<file path="src/rtl/outarb_pkg.sv">
// outarb shared definitions: flit types, port widths, arbiter states.
// Imported by the arbiter top and its round-robin picker.
package outarb_pkg;

  localparam int PORTW = 2;
  localparam int TYPEW = 1;

  localparam logic [TYPEW:0] TYPE_HEAD     = 2'd0;
  localparam logic [TYPEW:0] TYPE_BODY     = 2'd1;
  localparam logic [TYPEW:0] TYPE_TAIL     = 2'd2;
  localparam logic [TYPEW:0] TYPE_HEADTAIL = 2'd3;

  localparam logic Enable  = 1'b1;
  localparam logic Disable = 1'b0;

  localparam logic [1:0] OWNER_NONE = 2'd3;
  localparam logic [1:0] LST_RST    = 2'd2;
  localparam logic [7:0] WD_MAX     = 8'hFF;

  typedef enum logic {
    ARB_IDLE = 1'b0,
    ARB_HOLD = 1'b1
  } arb_state_e;

  function automatic logic is_tail(
    input logic [TYPEW:0] t
  );
    return (t == TYPE_TAIL) ||
           (t == TYPE_HEADTAIL);
  endfunction

endpackage

</file>
<file path="src/rtl/outarb_rrpick.sv">
// outarb round-robin picker: first candidate after
// the last winner, scanning lst+1, lst+2, lst+3 mod 3.
module outarb_rrpick
  import outarb_pkg::*;
(
  input  logic [2:0] cand_i,
  input  logic [1:0] lst_i,
  output logic       hit_o,
  output logic [1:0] win_o
);

  logic [1:0] p0;
  logic [1:0] p1;
  logic [1:0] p2;

  // Scan order derived from the last winner.
  always_comb begin
    p0 = 2'd0;
    p1 = 2'd1;
    p2 = 2'd2;
    unique case (lst_i)
      2'd0: begin
        p0 = 2'd1;
        p1 = 2'd2;
        p2 = 2'd0;
      end
      2'd1: begin
        p0 = 2'd2;
        p1 = 2'd0;
        p2 = 2'd1;
      end
      default: begin
        p0 = 2'd0;
        p1 = 2'd1;
        p2 = 2'd2;
      end
    endcase
  end

  // First candidate in scan order wins.
  always_comb begin
    hit_o = |cand_i;
    win_o = 2'd0;
    if (cand_i[p0])
      win_o = p0;
    else if (cand_i[p1])
      win_o = p1;
    else if (cand_i[p2])
      win_o = p2;
  end

endmodule

</file>
<file path="src/rtl/outarb.sv">
// outarb: per-output-port switch arbiter with round-robin
// grant, packet-long hold and idle watchdog release.
module outarb
  import outarb_pkg::*;
#(
  parameter int PORTID  = 0,
  parameter int TIMEOUT = 255
) (
  input  logic           clk,
  input  logic           rst_,
  input  logic           req_0,
  input  logic           req_1,
  input  logic           req_2,
  input  logic [PORTW:0] port_0,
  input  logic [PORTW:0] port_1,
  input  logic [PORTW:0] port_2,
  input  logic           ivalid_0,
  input  logic           ivalid_1,
  input  logic           ivalid_2,
  input  logic [TYPEW:0] itype_0,
  input  logic [TYPEW:0] itype_1,
  input  logic [TYPEW:0] itype_2,
  output logic           grt_0,
  output logic           grt_1,
  output logic           grt_2,
  output logic [1:0]     owner,
  output logic           busy,
  output logic           tmo
);

  localparam logic [PORTW:0] PID = PORTID[PORTW:0];
  localparam logic [7:0]     TO  = TIMEOUT[7:0];

  arb_state_e     state_q, state_d;
  logic [2:0]     grt_q, grt_d;
  logic [1:0]     owner_q, owner_d;
  logic           busy_q, busy_d;
  logic           tmo_q, tmo_d;
  logic [1:0]     lst_q, lst_d;
  logic [7:0]     cnt_q, cnt_d;

  logic [2:0]     cand;
  logic           hit;
  logic [1:0]     win;
  logic           own_req;
  logic           own_vld;
  logic [TYPEW:0] own_typ;
  logic [7:0]     cnt_inc;
  logic [7:0]     cnt_nx;
  logic           rel_tail;
  logic           rel_abort;
  logic           rel_tmo;

  assign cand[0] = req_0 && (port_0 == PID);
  assign cand[1] = req_1 && (port_1 == PID);
  assign cand[2] = req_2 && (port_2 == PID);

  outarb_rrpick u_pick (
    .cand_i (cand),
    .lst_i  (lst_q),
    .hit_o  (hit),
    .win_o  (win)
  );

  // Select request and flit signals of the current owner.
  always_comb begin
    own_req = 1'b0;
    own_vld = 1'b0;
    own_typ = TYPE_HEAD;
    unique case (owner_q)
      2'd0: begin
        own_req = req_0;
        own_vld = ivalid_0;
        own_typ = itype_0;
      end
      2'd1: begin
        own_req = req_1;
        own_vld = ivalid_1;
        own_typ = itype_1;
      end
      2'd2: begin
        own_req = req_2;
        own_vld = ivalid_2;
        own_typ = itype_2;
      end
      default: begin
        own_req = 1'b0;
        own_vld = 1'b0;
        own_typ = TYPE_HEAD;
      end
    endcase
  end

  // Watchdog next value and the three release causes.
  always_comb begin
    cnt_inc   = (cnt_q == WD_MAX) ? cnt_q
                                  : cnt_q + 8'd1;
    cnt_nx    = own_vld ? 8'd0 : cnt_inc;
    rel_tail  = own_vld && is_tail(own_typ);
    rel_abort = !own_req;
    rel_tmo   = (cnt_nx == TO);
  end

  // Next-state and registered-output logic.
  always_comb begin
    state_d = state_q;
    grt_d   = grt_q;
    owner_d = owner_q;
    busy_d  = busy_q;
    lst_d   = lst_q;
    cnt_d   = cnt_q;
    tmo_d   = Disable;
    unique case (state_q)
      ARB_IDLE: begin
        cnt_d = 8'd0;
        if (hit) begin
          state_d = ARB_HOLD;
          grt_d   = 3'b001 << win;
          owner_d = win;
          lst_d   = win;
          busy_d  = Enable;
        end
      end
      ARB_HOLD: begin
        if (rel_tail || rel_abort || rel_tmo) begin
          state_d = ARB_IDLE;
          grt_d   = 3'b000;
          owner_d = OWNER_NONE;
          busy_d  = Disable;
          cnt_d   = 8'd0;
          tmo_d   = !rel_tail && !rel_abort;
        end else begin
          cnt_d = cnt_nx;
        end
      end
      default: begin
        state_d = ARB_IDLE;
      end
    endcase
  end

  // State and output registers.
  always_ff @(posedge clk or negedge rst_) begin
    if (!rst_) begin
      state_q <= ARB_IDLE;
      grt_q   <= 3'b000;
      owner_q <= OWNER_NONE;
      busy_q  <= Disable;
      tmo_q   <= Disable;
      lst_q   <= LST_RST;
      cnt_q   <= 8'd0;
    end else begin
      state_q <= state_d;
      grt_q   <= grt_d;
      owner_q <= owner_d;
      busy_q  <= busy_d;
      tmo_q   <= tmo_d;
      lst_q   <= lst_d;
      cnt_q   <= cnt_d;
    end
  end

  assign grt_0 = grt_q[0];
  assign grt_1 = grt_q[1];
  assign grt_2 = grt_q[2];
  assign owner = owner_q;
  assign busy  = busy_q;
  assign tmo   = tmo_q;

endmodule

</file>
<file path="config.mk">
export PLATFORM = sky130hd
export DESIGN_NAME = outarb
export DESIGN_NICKNAME = d
export VERILOG_FILES = /design/src/rtl/outarb_pkg.sv /design/src/rtl/outarb_rrpick.sv /design/src/rtl/outarb.sv
export SDC_FILE = /design/constraint.sdc
export NUM_CORES = 1
export LEC_CHECK = 0
export ABC_AREA = 1
export CORE_UTILIZATION = 48
export CTS_CLUSTER_SIZE = 12
export DETAILED_ROUTE_END_ITERATION = 7
export PLACE_DENSITY = 0.77
export SLEW_MARGIN = 20
export SYNTH_ARGS = -nofsm -noshare
export SYNTH_HDL_FRONTEND = slang
export SYNTH_SLANG_ARGS = --single-unit
export TNS_END_PERCENT = 30
</file>
<file path="constraint.sdc">
create_clock -name clk -period 1.9 [get_ports clk]
set_input_delay 0.38 -clock clk [delete_from_list [all_inputs] [get_ports clk]]
set_output_delay 0.38 -clock clk [all_outputs]
set_load 0.01 [all_outputs]
</file>
# Word-level counts from Yosys, hierarchy flattened
# Index checks and enable logic that the tools add are counted.
dict set report word_totals {
  output_inout_bits 7
  wordCells 73
  reg_bits 18
}
dict set report classes {
  reduce_logical 18
  eq_ne 9
  mux 33
  n_shift 1
  n_bitwise 1
  add_sub_neg 1
  order_cmp 3
}
# op count
set ops {}
lappend ops {{two-way mux 8 bit} 3}
lappend ops {{== test 8 bit (second input constant)} 2}
lappend ops {{case mux 2 bit (2 select lines)} 4}
lappend ops {{case mux 8 bit (2 select lines)} 1}
lappend ops {{two-way mux 2 bit} 5}
lappend ops {{zero test 3 bit} 3}
lappend ops {{less-than comparator 2 x 3 -> 1 bit (second input constant)} 3}
lappend ops {{two-way mux 1 bit} 9}
lappend ops {{adder 8 x 1 -> 8 bit (second input constant)} 1}
lappend ops {{binary-select mux 1 bit (select 2 bit)} 3}
lappend ops {{== test 2 bit (second input constant)} 3}
lappend ops {{two-way mux 3 bit} 2}
lappend ops {{case mux 1 bit (3 select lines)} 2}
lappend ops {{case mux 2 bit (3 select lines)} 1}
lappend ops {{case mux 3 bit (2 select lines)} 1}
lappend ops {{logical AND 1 bit} 5}
lappend ops {{== test 2 x 1 -> 1 bit (second input constant)} 2}
lappend ops {{zero test 2 bit} 2}
lappend ops {{case mux 1 bit (2 select lines)} 2}
lappend ops {{AND reduction 2 bit} 2}
lappend ops {{logical OR 1 bit} 3}
lappend ops {{OR reduction 3 bit} 1}
lappend ops {{left shift 1 x 2 -> 3 bit (first input constant)} 1}
lappend ops {{zero test 1 bit} 2}
lappend ops {{3 further kinds} 3}

# Depth between registers and ports, before layout
# Gate-level depths: netlist of the first run.
dict set report logic_depth {
  word_depth 10
  depth_mapped 13
  mapped_depth_nobuf 12
}

# Cells and area by module
# From an unflattened synthesis of the first run, not the netlist that was laid out.
dict set report hier_totals {
  cells_unflattened 168
  area_unflattened_um2 1206.2
}
# module seq_area_each_um2 area_per_inst_um2 instances cells_per_inst
set modules_own_cells {}
lappend modules_own_cells {outarb 454.2 1119.8 1 149}
lappend modules_own_cells {outarb_rrpick 0.0 86.3 1 19}

# Worst setup path after synthesis of the first run
# OpenSTA, ideal clock, no wires.
dict set report synth_path {
  path_kind {register to register}
  startpoint {register owner_q[0], in the netlist owner[0]}
  endpoint {register tmo_q, in the netlist tmo}
  path_stages_with_launch 9
  arrival_ns 1.614
  synth_period_minus_slack_ns 1.694
  slack_ns 0.206
  path_cell_list {dfstp_2 buf_6 inv_1 nand3_1 nand2_2 nor2_4 nand3_1 or3_1 nor3b_2}
}
dict set report synth_between {
  elab_chain_cells 9
  elab_cells_between_ends 19
  cone_classes {eq/ne (5); mux (6); reduce/logical (8)}
}
# element line
set synth_lines {}
lappend synth_lines {{start: declaration} outarb.sv:36} ;# logic [1:0] owner_q, owner_d;
lappend synth_lines {{start signal: assignment} outarb.sv:155} ;# owner_q <= owner_d;
lappend synth_lines {{== test 2 bit, or another cell as far along} outarb.sv:70} ;# unique case (owner_q)
lappend synth_lines {{case mux 2 bit (3 select lines)} outarb.sv:70}
lappend synth_lines {{== test 2 bit, on equally long branches} {outarb_pkg.sv:28, outarb_pkg.sv:29}}
lappend synth_lines {{logical OR 1 bit} outarb_pkg.sv:28} ;# return (t == TYPE_TAIL) ||
lappend synth_lines {{logical AND 1 bit} outarb.sv:99} ;# rel_tail = own_vld && is_tail(own_typ);
lappend synth_lines {{zero test 1 bit / logical OR 1 bit (equally long branches)} {outarb.sv:131, outarb.sv:125}}
lappend synth_lines {{logical AND 1 bit / logical OR 1 bit (equally long branches)} {outarb.sv:131, outarb.sv:125}}
lappend synth_lines {{two-way mux 1 bit *} outarb.sv:125} ;# if (rel_tail || rel_abort || rel_tmo) begin
lappend synth_lines {{two-way mux 1 bit *} outarb.sv:113} ;# unique case (state_q)
lappend synth_lines {{net tmo_d} outarb.sv:38} ;# logic tmo_q, tmo_d;
lappend synth_lines {{end signal: assignment} outarb.sv:149} ;# tmo_q <= Disable;
lappend synth_lines {{end signal: assignment} outarb.sv:157} ;# tmo_q <= tmo_d;
lappend synth_lines {{end: declaration} outarb.sv:38}
# The timed path passes the listed nets; every way through them passes the cells marked *.
# A chain may end at the register's enable or synchronous reset.

# Worst setup path in the final report of the first run
dict set report layout_path {
  startpoint {register cnt_q[1]}
  endpoint {register tmo_q, in the netlist tmo}
}
dict set report layout_between {
  elab_chain_cells 7
  elab_cells_between_ends 8
  cone_classes {add/sub (1); eq/ne (2); mux (4); reduce/logical (1)}
}
# element line
set layout_lines {}
lappend layout_lines {{start: declaration} outarb.sv:40} ;# logic [7:0] cnt_q, cnt_d;
lappend layout_lines {{start signal: assignment} outarb.sv:159} ;# cnt_q <= cnt_d;
lappend layout_lines {{adder 8 x 1 -> 8 bit / == test 8 bit (equally long branches)} {outarb.sv:97, outarb.sv:96}}
lappend layout_lines {{two-way mux 8 bit *} outarb.sv:96} ;# cnt_inc = (cnt_q == WD_MAX) ? cnt_q
lappend layout_lines {{two-way mux 8 bit *} outarb.sv:98} ;# cnt_nx = own_vld ? 8'd0 : cnt_inc;
lappend layout_lines {{== test 8 bit *} outarb.sv:101} ;# rel_tmo = (cnt_nx == TO);
lappend layout_lines {{logical OR 1 bit *} outarb.sv:125}
lappend layout_lines {{two-way mux 1 bit *} outarb.sv:125}
lappend layout_lines {{two-way mux 1 bit *} outarb.sv:113}
lappend layout_lines {{net tmo_d} outarb.sv:38}
# Marked as above.

==> run metrics, run 1 <==
crit path time final=1.96 ns; clock slew at reported path FFs=0.12 ns; I/O pins=30; area of the multi-input gates=714 um^2; FMAX=511 MHz; vias per inst=5.42; Iter 0 DRT Violations=52; clk buf depth=2; Placer Congestion=0.821; Yosys warning total=0; clock root buffer=clkbuf_4; Die Width=around 52 um; CP endpoint=tmo$_DFF_PN0_; Max-cap violations=0; status=complete, but fails checks; Crit. End Element=flip-flop; Synth-to-Final Area Change=48.8%; R2R Path Start=cnt_q[1]$_DFF_PN0_; Area after DPL=1550 um^2; All-Layer GR Usage=between 20% and 30%; Core Region=2300 um^2; Clock Skew=0.0153 ns; I/O Buffers=26; Syn Nets=185; Startpoint Class=flip-flop; required time of the worst setup path=2.11 ns; Setup crit start=cnt_q[1]$_DFF_PN0_; Syn Std Cell Area=1200 um^2; Max IR drop VDD=0.000701 V; DR vias=1317; post-synth top area cell=dfrtp_1; worst slew pin tran=0.393 ns; final hold vios=0; cts bufs inserted=3; library cells used by synthesis=28; first-pass GRT wire length=4.80 mm; failing checks=setup timing; synth top area cells=dfrtp_1, nand2_1, nand3_1; post-synthesis sequential element count=18; area of the die=between 2000 and 3000 um^2; cell area after layout=1790 um^2; floorplan row count=17; Final ANT Viol Nets=0; Hold/Removal Path Class=input pin to asynchronous set/reset pin; setup ws final=-0.0571 ns; Final Non-Filler Cells=243; Hold Buf Count CTS=0; layout cells sized above 1=32.6%; WL per Instance=15.0 um; CP Class=flip-flop to flip-flop; Finish-stage setup viols=7; Fillers=between 100 and 150; Die Y-Extent=52.1 um; crit path DAT=2.16 ns; vias in the first global route=about 1.2k; H-tree depth=1; CTS tree=yes; Starting Density=52.4%; Inserted Diodes=0; Yosys top cell area share=31.2%; leading cell types in the layout, fill and taps excluded=nand2_1, clkdlybuf4s50_1, buf_4; most frequent CP cell=nand2_2; Cells after Synth=161; Avg Synthesized Cell Area=7.48 um^2; antenna violations before repair=0; sequential area share after synthesis=37.7%; final period utilization=103%; Post-DP HPWL=2.42 mm; nets=240; FF/Latch Area=454 um^2; TritonRoute pass-1 iters=5; final slew viol count=0; Power Density=around 1000 nW/um^2; WL final=3.64 mm; number of remaining DRC errors=0; slowest CP cell=dfrtp_1; most common cell after layout, fill and taps aside=nand2_1; Leakage Power=0.854 nW; dpl cells=223; Slew headroom=73.5%; worst-path maximum fanout=6; FF-to-FF path depth=9; setup TNS=-0.131 ns; end of the worst register-to-register path=tmo$_DFF_PN0_; unrepaired setup endpoints after global routing=true; Crit path largest cell delay=0.45 ns; pin count of the biggest net entering global routing=12; clock sinks=18; Final Util=77.9%; register-to-register setup slack=-0.06 ns; Remaining Overflow, GRT=0; crit path cell chain=ha_4, nand2_2, nor2_4, nand2_4, nand2_1, nand2_2, buf_4, or3_1, nor3b_2; Clock Latency Late Sink=0.30 ns
==> flip-flops by register name, indices dropped and copies added, names as in the netlist <==
register  count
cnt_q         8
grt_q         3
busy          1
state_q       1
owner         2
tmo           1
lst_q         2
==> layout make-up <==
type	count	share of cell area (%)
inverters	22	4.61
repair buffers	52	26.1
clock buffers	4	2.03
multi-input cells	119	39.9
well taps	28	1.96
flip-flops and latches	18	25.4
==> critical path: cells and delay by family (launching register included) <==
kind | cells | cell delay [ns]
AND/OR/NAND/NOR | 7 | 1.08
flip-flops | 1 | 0.45
buffers and inverters | 1 | 0.14
adder cells (fa/ha/maj) | 1 | 0.18
==> report_power, final <==
| group | internal [W] | switching (W) |
|---|---|---|
| Combinational | 0.000470 | 0.000481 |
| Sequential | 0.000491 | 0.0000828 |
| Clock | 0.000117 | 0.000125 |
| Total | 0.00108 | 0.000689 |
==> metal layers <==
metal  routed length, um  vias up  track usage [%]
li1                    -      634                -
met1                1440      613             26.3
met2                1960       60             45.9
met3                 170       10             2.92
met4                  61        0             9.46
met5                   0        -                0
==> synth_stat cells (all sizes together) <==
cell type / number
nand4: 6
xnor2: 1
or3: 1
o2111ai: 1
nand2: 50
o21ai: 3
o311ai: 1
dfrtp: 15
nor3b: 2
ha: 1
nand3: 23
inv: 22
dfstp: 3
or2: 1
nor3: 8
buf: 2
o21bai: 2
nand3b: 1
nor2: 17
a21oi: 1
==> worst min-delay path by stage <==
stage,startpoint,end,cells after the start
floorplan,rst_,busy$_DFFE_PN0P_,0
global placement,grt_q[0]$_DFFE_PN0P_,grt_q[0]$_DFFE_PN0P_,2
detailed placement,grt_q[0]$_DFFE_PN0P_,grt_q[0]$_DFFE_PN0P_,2
CTS,rst_,cnt_q[5]$_DFF_PN0_,1
global route,rst_,cnt_q[6]$_DFF_PN0_,1
finish,rst_,cnt_q[6]$_DFF_PN0_,1
==> metrics by stage <==
| stage | hold slack [ns] | total power (W) | worst slack [ns] |
|---|---|---|---|
| finish | 0.353 | 0.00177 | -0.0571 |
| global route | 0.369 | 0.00187 | -0.138 |
| CTS | 0.357 | 0.00152 | 0.0164 |
| detailed placement | 0.462 | 0.00127 | -0.176 |
| global placement | 0.461 | 0.00124 | -0.0687 |
| floorplan | 0.0844 | 0.000970 | 0.206 |
==> logic make-up (layout without fill, tap and decap cells) <==
group | after synthesis | after routing | share of synthesized area (%)
flip-flops | 18 | 18 | 37.7
XOR/XNOR | 1 | 1 | 0.728
buffers and inverters | 24 | 78 | 8.73
adder cells (fa/ha/maj) | 1 | 1 | 1.04
AND/OR/NAND/NOR | 109 | 109 | 47.1
AO/OA/AOI/OAI | 8 | 8 | 4.68
==> what timing repair did <==
item,in CTS,in global routing
endpoints found under the setup margin,2,17
cloned,0,0
buffers inserted,1,15
pin swaps,0,10
resized for setup,2,22
No activity file was read; power rests on OpenSTA's default activity.
==> run 2: changes to the inputs <==
- REMOVE_ABC_BUFFERS: unset -> 1
- SKIP_CTS_REPAIR_TIMING: unset -> 1
==> run 2 against run 1 <==
Compared with the run above:
- the run now ends clean
- via count decreased by 6.9%
- routed wire length decreased by 17%
- worst hold slack improved by 0.025 ns
- non-clock buffer count decreased by 8
- final area decreased by 4.9%
- global-route usage decreased by 0.79 points
- maximum frequency increased by 4.9%
- clock skew decreased by 0.0053 ns
- setup slack improved by 0.091 ns
- critical path type unchanged
- critical endpoint is now grt_q[2]$_DFFE_PN0P_
- largest power group unchanged
- highest routed layer unchanged
==> run metrics, run 2 (synthesis gave the netlist of run 1 again) <==
leading cell types in the layout, fill and taps excluded=nand2_1, clkdlybuf4s50_1, inv_1, nand3_1, buf_4; Top Registers=cnt_q x8, grt_q x3; Core Region=2300 um^2 (unchanged); crit path DAT=2.05 ns (-0.11 ns); final slew viol count=0 (unchanged); WL final=3.02 mm (-17%); vias in the first global route=1124 (-3.9%); H-tree depth=1 (unchanged); cts bufs inserted=3 (unchanged); clock root buffer=clkbuf_4; final hold vios=0 (unchanged); Power Density=977 nW/um^2 (-1.0%); Placer Congestion=0.851 (+3.6%); CTS tree=yes; Final Non-Filler Cells=235 (-3.3%); Crit path largest cell delay=0.60 ns (+0.15 ns); FMAX=536 MHz (+4.9%); All-Layer GR Usage=23.3% (-0.79 points); max reg flops=8 (unchanged); Biggest register=cnt_q; antenna violations before repair=0 (unchanged); Finish-stage setup viols=0 (-7); area of the multi-input gates=692 um^2 (-3.2%); Hold/Removal Path Class=input pin to asynchronous set/reset pin; Leakage Power=0.806 nW (-5.6%); TritonRoute pass-1 iters=4 (-1); FF-to-FF path depth=11 (+2); Post-DP HPWL=2.29 mm (-5.0%); area of the die=2710 um^2 (unchanged); most common cell after layout, fill and taps aside=nand2_1; Die Y-Extent=52.1 um (unchanged); delay-heaviest family, CP=simple AND/OR/NAND/NOR gates; Slew headroom=71.3% (-2.2 points); Inserted Diodes=0 (unchanged); Startpoint Class=flip-flop; required time of the worst setup path=2.08 ns (-0.03 ns); vias per inst=5.22 (-3.7%); crit path time final=1.87 ns (-0.0914 ns); clock slew at reported path FFs=0.10 ns (-0.02 ns); FF/Latch Area=455 um^2 (+0.28%); end of the worst register-to-register path=grt_q[2]$_DFFE_PN0P_; Max-cap violations=0 (unchanged); Final Util=74.1% (-3.8 points); Clock Skew=0.00998 ns (-0.00533 ns); Worst Hold Margin=0.377 ns (+0.0247 ns); Buf/Inv on CP=1 (unchanged); pin count of the biggest net entering global routing=11 (-1); number of remaining DRC errors=0 (unchanged); Max IR drop VDD=0.000821 V (+17%); worst slew pin tran=0.430 ns (+0.0369 ns); dpl cells=224 (+0.45%); first-pass GRT wire length=4.64 mm (-3.3%); unrepaired setup endpoints after global routing=true; Final ANT Viol Nets=0 (unchanged); register-to-register setup slack=0.03 ns (+0.09 ns); clk buf depth=2 (unchanged); Starting Density=52.4% (unchanged); status=complete, no violations; CP Class=flip-flop to flip-flop; floorplan row count=17 (unchanged); slowest CP cell=dfstp_2; Remaining Overflow, GRT=0 (unchanged); WL per Instance=12.8 um (-14%); I/O pins=30 (unchanged); Crit. End Element=flip-flop; nets=232 (-3.3%); clock sinks=18 (unchanged); most frequent CP cell=nand2_2; crit path cell chain=inv_2, nand3_2, nand2_2, nor2_4, nand3_1, nor2_1, nand4_1, nand2_2, nand2_4, nand2_2, nand2_2; final period utilization=98.2% (-4.8 points); DR vias=1226 (-6.9%); Synth-to-Final Area Change=41.5%; I/O Buffers=26 (unchanged); worst-path maximum fanout=6 (unchanged); Clock Latency Late Sink=0.29 ns (about the same); Fillers=174 (+27%); Iter 0 DRT Violations=26 (-50%); R2R Path Start=owner[1]$_DFFE_PN1P_; layout cells sized above 1=29.5% (-3.1 points); Die Width=52.1 um (unchanged)
-- run 2: changes by cell type in the layout (fill, tap and decap cells not counted), moves of 2 or more --
| cell | delta |
|---|---|
| buf_4 | -6 |
| nand2_2 | +4 |
| nand2_1 | -3 |
| buf_6 | -2 |
| nand3_1 | +2 |
| nand3_2 | -2 |
| nor2_1 | +2 |
| nor2_4 | -2 |
-- run 2: worst register-to-register path: stages (launching register included) --
cell and delay, ns:
dfstp_2 0.60, inv_2 0.06, nand3_2 0.07, nand2_2 0.06, nor2_4 0.19, nand3_1 0.16, nor2_1 0.12, nand4_1 0.11
nand2_2 0.14, nand2_4 0.10, nand2_2 0.10, nand2_2 0.05
-- run 2: worst max path at each step --
stage	cells past startpoint	startpoint	slack [ns]	end
2_1_floorplan	11	owner[0]$_DFFE_PN1P_	0.1	busy$_DFFE_PN0P_
3_3_place_gp	10	ivalid_0	-0.06	owner[0]$_DFFE_PN1P_
3_5_place_dp	11	ivalid_1	-0.11	busy$_DFFE_PN0P_
4_1_cts	2	owner[0]$_DFFE_PN1P_	-0.05	owner[0]
5_1_grt	12	owner[1]$_DFFE_PN1P_	-0.06	cnt_q[4]$_DFF_PN0_
6_report	11	owner[1]$_DFFE_PN1P_	0.03	grt_q[2]$_DFFE_PN0P_
-- run 2: area by class of cell --
type | count | area share (%)
multi-input combinational | 119 | 40.6
sequential | 18 | 26.7
timing repair buffer | 44 | 23.6
inverter | 22 | 4.85
clock buffer | 4 | 2.13
tap | 28 | 2.06
-- run 2: where the power goes --
part | internal (W) | switching, W | total, W
sequential | 0.000491 | 0.0000871 | 0.000578
clock | 0.000117 | 0.000115 | 0.000231
combinational | 0.000420 | 0.000434 | 0.000854
total | 0.00103 | 0.000635 | 0.00166
-- run 2: per-layer routing --
layer,routed length (um),track usage [%]
met1,1390,30.4
met5,0,0
met3,70,3.80
met4,40,5.86
met2,1520,39.5
-- run 2: metrics by stage --
stage	power (W)	setup slack, ns	setup TNS, ns	instance area (um^2)
2_1_floorplan	0.000936	0.0988	0	1180
3_3_place_gp	0.00125	-0.0603	-0.540	1560
3_5_place_dp	0.00128	-0.110	-0.819	1560
4_1_cts	0.00151	-0.0536	-0.0665	1600
5_1_grt	0.00178	-0.0604	-0.453	1700
6_report	0.00166	0.0343	0	1700
==> run 3: changes to the inputs <==
- TNS_END_PERCENT: 30 -> 1
==> run 3 against run 2 <==
Compared with the run above:
- register-to-register slack better by 0.02 ns
- total power is 6.1% lower
- cell count is 1.7% lower
- largest power group unchanged
- worst hold slack lost 0.00063 ns
- via count fell by 2.9%
- critical endpoint is now busy$_DFFE_PN0P_
- non-clock buffer count is 4 lower
- largest cell class unchanged
- final area fell by 4.0%
- utilization down 3.0 points
==> run metrics, run 3 (synthesis gave the netlist of run 1 again) <==
Max IR drop VDD=0.000669 V (-19%); unrepaired setup endpoints after global routing=true; vias per inst=5.16 (-1.2%); cell area after layout=1630 um^2 (-4.0%); crit path time final=1.85 ns (-0.0158 ns); setup TNS=0 ns (unchanged); register-to-register setup slack=0.05 ns (+0.02 ns); Clock Latency Late Sink=0.29 ns (about the same); I/O Buffers=26 (unchanged); area of the die=2710 um^2 (unchanged); final period utilization=97.4% (-0.83 points); Power Density=956 nW/um^2 (-2.2%); CP Class=flip-flop to flip-flop; Synth-to-Final Area Change=35.8%; slowest CP cell=dfstp_2; nets=228 (-1.7%); Clock Skew=0.00902 ns (-0.000954 ns); Post-DP HPWL=2.29 mm (unchanged); Crit path largest cell delay=0.60 ns (about the same); dpl cells=224 (unchanged); sw frac=37.6% (-0.59 points); Area after DPL=1560 um^2 (unchanged); Fillers=189 (+8.6%); leading cell types in the layout, fill and taps excluded=nand2_1, clkdlybuf4s50_1, nand3_1; Remaining Overflow, GRT=0 (unchanged); Die Width=52.1 um (unchanged); FF/Latch Area=455 um^2 (unchanged); All-Layer GR Usage=23.3% (unchanged); cts bufs inserted=3 (unchanged); worst slew pin tran=0.425 ns (-0.00531 ns); FMAX=541 MHz (+0.86%); Internal=0.000974 W (-5.2%); required time of the worst setup path=2.08 ns (about the same); vias in the first global route=1124 (unchanged); layout cells sized above 1=22.7% (-6.8 points); final hold vios=0 (unchanged); clock root buffer=clkbuf_4; CTS tree=yes; floorplan row count=17 (unchanged); pin count of the biggest net entering global routing=11 (unchanged); Final Util=71.1% (-3.0 points); worst-path maximum fanout=6 (unchanged); DR vias=1191 (-2.9%); clock sinks=18 (unchanged); Leakage Power=0.777 nW (-3.6%); crit path DAT=2.03 ns (-0.02 ns); clk buf depth=2 (unchanged); Finish-stage setup viols=0 (unchanged); H-tree depth=1 (unchanged); Startpoint Class=flip-flop; most common cell after layout, fill and taps aside=nand2_1; Starting Density=52.4% (unchanged); Hold/Removal Path Class=input pin to asynchronous set/reset pin; Worst Hold Margin=0.377 ns (-0.000628 ns); Final ANT Viol Nets=0 (unchanged); Top Registers=cnt_q x8, grt_q x3; number of remaining DRC errors=0 (unchanged); max reg flops=8 (unchanged); Core Region=2300 um^2 (unchanged); Buf/Inv on CP=2 (+1); I/O pins=30 (unchanged); status=complete, no violations; WL final=2.85 mm (-5.5%); Max-cap violations=0 (unchanged); final slew viol count=0 (unchanged); TritonRoute pass-1 iters=4 (unchanged); antenna violations before repair=0 (unchanged); Switch Pwr=0.000587 W (-7.6%); first-pass GRT wire length=4.64 mm (unchanged); Final Non-Filler Cells=231 (-1.7%); Reg power frac=36.7% (+1.9 points); Placer Congestion=0.851 (unchanged); Iter 0 DRT Violations=21 (-19%); Inserted Diodes=0 (unchanged); combinational power share=48.5% (-2.8 points); area of the multi-input gates=657 um^2 (-5.1%); Die Y-Extent=52.1 um (unchanged); delay-heaviest family, CP=simple AND/OR/NAND/NOR gates; clock slew at reported path FFs=0.10 ns (about the same); Clk pwr share=14.8% (+0.9 points); crit path cell chain=inv_2, nand3_2, nand2_2, nor2_4, buf_4, nand2_1, nor2_1, nand4_1, nand2_2, nand2_2, nand2_1, nand2_1; Crit. End Element=flip-flop; Biggest register=cnt_q; Slew headroom=71.6% (+0.36 points); WL per Instance=12.4 um (-3.8%)
==> run 3: changes by cell type in the layout (fill, tap and decap cells not counted), sizes merged <==
cell / delta
buf: -4
==> run 3: layout make-up <==
class	instances	area share [%]
Multi-Input combinational cell	119	40.2
Tap cell	28	2.14
Clock buffer	4	2.22
Timing Repair Buffer	40	22.5
Sequential cell	18	27.9
Inverter	22	5.05
==> run 3: per-layer routing <==
layer,track usage (%),wire (um)
met3,3.80,60
met5,0,0
met2,39.5,1410
met1,30.4,1360
met4,5.86,17
==> run 3: metrics by stage <==
step / power (W) / setup slack, ns
2_1_floorplan: 0.000936 / 0.0988
3_3_place_gp: 0.00125 / -0.0603
3_5_place_dp: 0.00128 / -0.110
4_1_cts: 0.00151 / -0.0536
5_1_grt: 0.00168 / -0.0896
6_report: 0.00156 / 0.0501
==> run 3: power groups by stage <==
stage               registers [W]  clock network [W]  logic [W]
floorplan                0.000602                  0   0.000334
CTS                      0.000575           0.000238   0.000700
detailed placement       0.000580                  0   0.000695
global route             0.000584           0.000252   0.000840
global placement         0.000575                  0   0.000674
finish                   0.000573           0.000231   0.000758
==> run 3: path summary, 6_finish.rpt <==
path,start,endpoint,cells past startpoint
setup / recovery,owner[1]$_DFFE_PN1P_,busy$_DFFE_PN0P_,12
hold / removal,rst_,lst_q[0]$_DFFE_PN0P_,1
setup reg to reg,owner[1]$_DFFE_PN1P_,busy$_DFFE_PN0P_,12
hold reg to reg,grt_q[0]$_DFFE_PN0P_,grt_q[0]$_DFFE_PN0P_,2
max in group asynchronous,rst_,busy$_DFFE_PN0P_,2
min in group clk,grt_q[0]$_DFFE_PN0P_,grt_q[0]$_DFFE_PN0P_,2
